## config.mk

```make
export PLATFORM = sky130hd
export DESIGN_NAME = calc_sequencer
export DESIGN_NICKNAME = d
export VERILOG_FILES = /design/src/rtl/calc_sequencer.sv
export SDC_FILE = /design/constraint.sdc
export NUM_CORES = 1
export LEC_CHECK = 0
export CORE_ASPECT_RATIO = 1.75
export CORE_MARGIN = 3
export CORE_UTILIZATION = 56
export CTS_CLUSTER_DIAMETER = 80
export DETAILED_ROUTE_END_ITERATION = 10
export PLACE_DENSITY = 0.82
export SLEW_MARGIN = 5
export SYNTH_ARGS = -nofsm -noshare
export SYNTH_HDL_FRONTEND = slang
export SYNTH_SLANG_ARGS = --single-unit
```

## constraint.sdc

```tcl
create_clock -name clk -period 3.4 [get_ports clk]
set_input_delay 0.68 -clock clk [delete_from_list [all_inputs] [get_ports clk]]
set_output_delay 0.68 -clock clk [all_outputs]
set_load 0.005 [all_outputs]
```

## src/rtl/calc_sequencer.sv

```systemverilog
//==============================================================================
// Module   : calc_sequencer
// Purpose  : Calculator control stage that drives an external 4-bit adder
//            through add/sub, shift-add multiply, repeated-subtract divide,
//            and owns the memory register.
// Revision : 1.0 - initial release
//==============================================================================
`default_nettype none

module calc_sequencer #(
  parameter logic [7:0] MEM_INIT = 8'h00
) (
  input  logic       clk,
  input  logic       rstN,
  input  logic       start,
  input  logic [1:0] opcode,
  input  logic [3:0] operandA,
  input  logic [3:0] operandB,
  input  logic [1:0] memCmd,
  output logic [3:0] addOperand1,
  output logic [3:0] addOperand2,
  output logic       addOperation,
  output logic       addCarryIn,
  input  logic [3:0] addSum,
  input  logic       addCarryOut,
  output logic       busy,
  output logic       done,
  output logic [7:0] result,
  output logic       negative,
  output logic       errDivZero
);

  typedef enum logic [2:0] {
    S_IDLE   = 3'd0,
    S_ADDSUB = 3'd1,
    S_MUL    = 3'd2,
    S_DIV    = 3'd3,
    S_DONE   = 3'd4
  } state_t;

  localparam logic [1:0] c_MEM_STORE  = 2'b01;
  localparam logic [1:0] c_MEM_RECALL = 2'b10;
  localparam logic [1:0] c_MEM_CLEAR  = 2'b11;

  state_t     r_state, w_next;
  logic       r_sub;
  logic [3:0] r_a, r_b;
  logic [3:0] r_hi;    // Phi during multiply, remainder during divide
  logic [3:0] r_lo;    // Plo during multiply, quotient during divide
  logic [1:0] r_step;
  logic [7:0] r_result, r_mem;
  logic       r_neg, r_err;

  logic       w_mc;
  logic [3:0] w_ms;
  logic [8:0] w_shift;

  // State register
  always_ff @(posedge clk or negedge rstN) begin
    if (!rstN) r_state <= S_IDLE;
    else       r_state <= w_next;
  end

  // Next state and adder drive
  always_comb begin
    w_next       = r_state;
    addOperand1  = 4'h0;
    addOperand2  = 4'h0;
    addOperation = 1'b0;
    case (r_state)
      S_IDLE: begin
        if (start) begin
          if (!opcode[1])          w_next = S_ADDSUB;
          else if (opcode == 2'b10) w_next = S_MUL;
          else                      w_next = S_DIV;
        end else if (memCmd == c_MEM_RECALL) begin
          w_next = S_DONE;
        end
      end
      S_ADDSUB: begin
        addOperand1  = r_a;
        addOperand2  = r_b;
        addOperation = r_sub;
        w_next       = S_DONE;
      end
      S_MUL: begin
        addOperand1 = r_hi;
        addOperand2 = r_a;
        if (r_step == 2'd3) w_next = S_DONE;
      end
      S_DIV: begin
        addOperand1  = r_hi;
        addOperand2  = r_b;
        addOperation = 1'b1;
        if (r_b == 4'h0 || !addCarryOut) w_next = S_DONE;
      end
      S_DONE:  w_next = S_IDLE;
      default: w_next = S_IDLE;
    endcase
  end

  assign addCarryIn = addOperation;
  assign busy       = (r_state != S_IDLE);
  assign done       = (r_state == S_DONE);
  assign result     = r_result;
  assign negative   = r_neg;
  assign errDivZero = r_err;

  // One shift-add step: keep the partial sum only when the multiplier bit is set
  assign w_mc    = r_lo[0] ? addCarryOut : 1'b0;
  assign w_ms    = r_lo[0] ? addSum : r_hi;
  assign w_shift = {w_mc, w_ms, r_lo} >> 1;

  // Datapath and memory
  always_ff @(posedge clk or negedge rstN) begin
    if (!rstN) begin
      r_sub    <= 1'b0;
      r_a      <= 4'h0;
      r_b      <= 4'h0;
      r_hi     <= 4'h0;
      r_lo     <= 4'h0;
      r_step   <= 2'd0;
      r_result <= 8'h00;
      r_mem    <= MEM_INIT;
      r_neg    <= 1'b0;
      r_err    <= 1'b0;
    end else begin
      case (r_state)
        S_IDLE: begin
          if (start) begin
            r_sub  <= opcode[0];
            r_a    <= operandA;
            r_b    <= operandB;
            r_step <= 2'd0;
            if (opcode == 2'b10) begin
              r_hi <= 4'h0;
              r_lo <= operandB;
            end else begin
              r_hi <= operandA;
              r_lo <= 4'h0;
            end
          end else begin
            case (memCmd)
              c_MEM_STORE: r_mem <= r_result;
              c_MEM_RECALL: begin
                r_result <= r_mem;
                r_neg    <= 1'b0;
                r_err    <= 1'b0;
              end
              c_MEM_CLEAR: r_mem <= MEM_INIT;
              default: ;
            endcase
          end
        end
        S_ADDSUB: begin
          r_err <= 1'b0;
          if (!r_sub) begin
            r_result <= {3'b000, addCarryOut, addSum};
            r_neg    <= 1'b0;
          end else if (addCarryOut) begin
            r_result <= {4'h0, addSum};
            r_neg    <= 1'b0;
          end else begin
            r_result <= {4'hF, addSum};
            r_neg    <= 1'b1;
          end
        end
        S_MUL: begin
          r_hi   <= w_shift[7:4];
          r_lo   <= w_shift[3:0];
          r_step <= r_step + 2'd1;
          if (r_step == 2'd3) begin
            r_result <= w_shift[7:0];
            r_neg    <= 1'b0;
            r_err    <= 1'b0;
          end
        end
        S_DIV: begin
          if (r_b == 4'h0) begin
            r_result <= 8'hFF;
            r_neg    <= 1'b0;
            r_err    <= 1'b1;
          end else if (addCarryOut) begin
            r_hi <= addSum;
            r_lo <= r_lo + 4'd1;
          end else begin
            r_result <= {r_lo, r_hi};
            r_neg    <= 1'b0;
            r_err    <= 1'b0;
          end
        end
        default: ;
      endcase
    end
  end

endmodule

`default_nettype wire

```

---- After elaboration in Yosys (flattened, before gate mapping) ----
Index checks and enable logic that the tools add are counted.
storage, ports and cells
  bits in registers ....................... 40
  input port bits ......................... 20
  word-level logic and storage cells ...... 92
cells by class
  add/subtract/negate cells ............... 2
  eq/ne operators ......................... 18
  muxes and demuxes ....................... 43
  bitwise gates (word level) .............. 1
  reduce and logical (&&, ||, !) cells .... 17
operators by type and width
  operator               number
  $mux W8                7
  $mux W4                9
  $pmux W8 S4            1
  $pmux W4 S3            2
  $pmux W4 S2            2
  $pmux W8 S2            1
  $ne A2 B2 Y1 const B   7
  $mux W3                4
  $pmux W3 S4            1
  $mux W1                10
  $eq A2 B2 Y1 const B   4
  $pmux W1 S4            2
  $eq A3 B2 Y1 const B   2
  $ne A3 B3 Y1 const B   2
  $reduce_and A3 Y1      2
  $reduce_bool A3 Y1     2
  $reduce_and A5 Y1      1
  $add A4 B1 Y4 const B  1
  $logic_not A4 Y1       1
  $mux W2                2
  $pmux W2 S2            1
  $reduce_and A2 Y1      2
  $reduce_and A4 Y1      1
  $reduce_bool A2 Y1     2
  11 further kinds       12

---- Logic depth before layout (Yosys ltp) ----
  depth in word-level cells ............... 5
  mapped depth ............................ 7

---- Least setup slack after synthesis ----
OpenSTA, ideal clock, no wires.
  path kind ............................... reg2out
  from .................................... register r_state[1]
  to ...................................... output addOperation
  arrival time ............................ 1374 ps
  setup slack ............................. 1346 ps
  cell stages (with the launch flop) ...... 7
  buffers on the path ..................... 4
  cell sequence ........................... dfrtp_1 buf_2 buf_2 buf_1 nor2_1 nor3_1 buf_4
on the way
  longest elaborated chain between the ends .. 2
  elaborated cells on any way between the ends .. 3
  those cells by class .................... eq/ne (2); mux (1)
ends and longest elaborated chain
  item                                                 RTL line  RTL
  from (decl)                                          45        state_t r_state, w_next;
  from (signal assigned)                               61        else r_state <= w_next;
  $eq A3 B2 Y1 / $eq A3 B1 Y1 (equally long branches)  70        case (r_state)
  $pmux W1 S2 (*)                                      70
  to (decl)                                            22        output logic addOperation,
Every way passes the cells marked *; elsewhere a longest branch is shown, timed or not.

---- Worst setup path after layout ----
  from .................................... register r_state[2]
  to ...................................... output done
on the way
  longest elaborated chain between the ends .. 1
ends and longest elaborated chain
  item          RTL line  RTL
  $eq A3 B3 Y1  104       assign done = (r_state == S_DONE);
  to (decl)     27        output logic done,
No other way between the ends.

==> run metrics <==
Resized Gates After CTS 0; largest net degree at the start of global routing 41; Yosys reg bits 40; CTS Sinks 40; number of diodes 0; CP delay by family, top flip-flops; drt pass-1 iters 4; Slew HR 0.407; Cells after DPL roughly 340; Die Y around 90 µm; max-cap viol count 0; fill count 323; WL final 6.34 mm; Root Driver clkbuf_8; global-route wire length before repair between 10 and 15 mm; Layout area overhead 23.0%; Skew-Pair Late Insertion Delay 290 ps; DRC 0; Hold WC Path Type in -> async; R2R setup slack between 1000 and 1500 ps; CP Launch Type flop; CP Data Required Time approximately 2700 ps; Setup crit end kind output port; Starting Density 0.590; Ports 42; Initial DRC Count approximately 120; CP Cell Sequence inv_1 -> nor3_1 -> clkdlybuf4s50_1; Die W between 50 and 60 µm; post-synthesis sequential area ratio 0.434; initial antenna violation count 0; Final min period ~2800 ps; Design Power 2.56 mW; outcome finished, final reports clean; vias in the first global route between 2000 and 2500; Worst Reg2Reg Path Length in Cells 4; period utilisation layout 0.810; hold buffer count at CTS 0; Vias about 2100; port bufs between 40 and 50; Post-Layout Cell Count roughly 350; setup repair bufs after CTS 0; Cells after Synth between 200 and 300; WS Path Type reg -> out; syn_area_per_cell 8.70 µm²; max incr delay on CP approximately 800 ps; Reg2Reg Launch Point r_state[2]; Syn Nets approximately 290; gpl congestion between 0.9 and 1; Max VDD drop 0.553 mV; Max Slew Vio Count 0; cell area after synthesis 0.00230 mm²; Power Dens Cells approximately 900 mW/mm²; Worst Max-Slew Pin Slew 889 ps; synth unique cells 44; FFs w/ async S/R, synth 1.00; final net count 321; Clk pin slew, worst setup/hold paths ~80 ps; gr usage total 0.286; RSZ-0062 raised after global routing false; final hold vios 0; Max Fclk between 300 and 400 MHz; share of layout cells above drive strength 1 0.0669; clock buffer depth 2; Post-synth EDFFs 0; Critical Path AT about 2100 ps; post-route ant nets 0; setup TNS 0 ps; worst hold margin 497 ps; RR Endpoint result[0]; total CTS buffers 5; die area around 0.0050 mm²; Slowest-stage cell, CP dfrtp_1; Buf+Inv Stages, Crit Path 2; final setup vio count 0; Placement Rows 30; crit-path max FO 23; Core ar. 0.00390 mm²; GRT overflow 0; post-DR wirelength/cell ~18 µm; commonest non-fill, non-tap cell in the layout nand2_1; Detail Placement HPWL between 4 and 5 mm; Warnings, synthesis 0; most frequent cells in the layout nand2_1, dfrtp_1, clkdlybuf4s50_1, nor2_1, o21ai_0; top_reg_cell synth dfrtp_1; clock skew 2.92 ps; CTS tree yes; vias per cell between 6 and 7; H-tree levels 2; Pleak about 1.2 nW
## power breakdown
part / internal, mW / switching (mW) / total (mW)
registers: 0.681 / 0.245 / 0.925
clock network: 0.259 / 0.166 / 0.425
logic: 0.579 / 0.628 / 1.21
## flip-flops by register name, indices dropped and copies added (netlist names)
name	count
r_mem	8
result	8
r_a	4
r_b	4
r_hi	4
r_lo	4
r_state	3
r_step	2
errDivZero	1
negative	1
r_sub	1
## synth_stat cells (4+ instances only)
| master | instances | area share |
|---|---|---|
| nor2_1 | 26 | 0.042 |
| o21ai_0 | 20 | 0.043 |
| nand3b_1 | 4 | 0.013 |
| nor2b_1 | 5 | 0.014 |
| buf_2 | 5 | 0.011 |
| inv_1 | 9 | 0.015 |
| nand3_1 | 5 | 0.011 |
| dfrtp_1 | 40 | 0.43 |
| nand2_1 | 44 | 0.072 |
| a22oi_1 | 9 | 0.029 |
| o31ai_1 | 5 | 0.016 |
| mux2i_1 | 4 | 0.017 |
| clkbuf_1 | 10 | 0.016 |
| nand2b_1 | 15 | 0.041 |
| a21oi_1 | 15 | 0.033 |
## how the worst max path moves through the flow
stage	cells past startpoint	end	slack, ps	start
after floorplan	6	addOperation	1350	r_state[1]
after global placement	4	result[0]	940	memCmd[1]
after detailed placement	4	result[0]	880	memCmd[1]
after CTS	3	done	690	r_state[2]
after global routing	3	done	570	r_state[2]
final	3	done	650	r_state[2]
## routing by layer
metal  global-route usage  routed length, µm  vias up
met3               0.0413                359       23
met5                    0                  0        -
met4                0.168                269        0
met1                0.332               2340      998
met2                0.470               3370      103
li1                     -                  -     1006
## worst reg2reg max path, stage by stage (launching register included)
cell	delay, ps
dfrtp_1	800
o21ba_2	320
a31oi_1	320
or2_1	420
mux2_2	390
## area by class of cell
type	count	area [µm²]	share of cell area
flip-flops and latches	40	1000	0.353
well taps	48	60.1	0.0212
multi-input cells	198	1180	0.418
inverters	9	33.8	0.0119
repair buffers	44	428	0.151
clock buffers	7	96.3	0.0340
clock inverters	1	30.0	0.0106
## cells by family after synthesis
| family | share of synthesized area |
|---|---|
| multiplexers | 0.0402 |
| adder cells (fa/ha/maj) | 0.0163 |
| flip-flops | 0.434 |
| AO/OA/AOI/OAI | 0.223 |
| AND/OR/NAND/NOR | 0.235 |
| buffers and inverters | 0.0516 |
## through the flow
stage | utilization | instance area [µm²] | setup slack [ps]
3_3_place_gp | 0.694 | 2710 | 937
4_1_cts | 0.726 | 2830 | 685
3_5_place_dp | 0.694 | 2710 | 879
6_report | 0.726 | 2830 | 646
2_1_floorplan | - | 2300 | 1350
5_1_grt | 0.726 | 2830 | 566
Power figures use the tool's default switching activity.
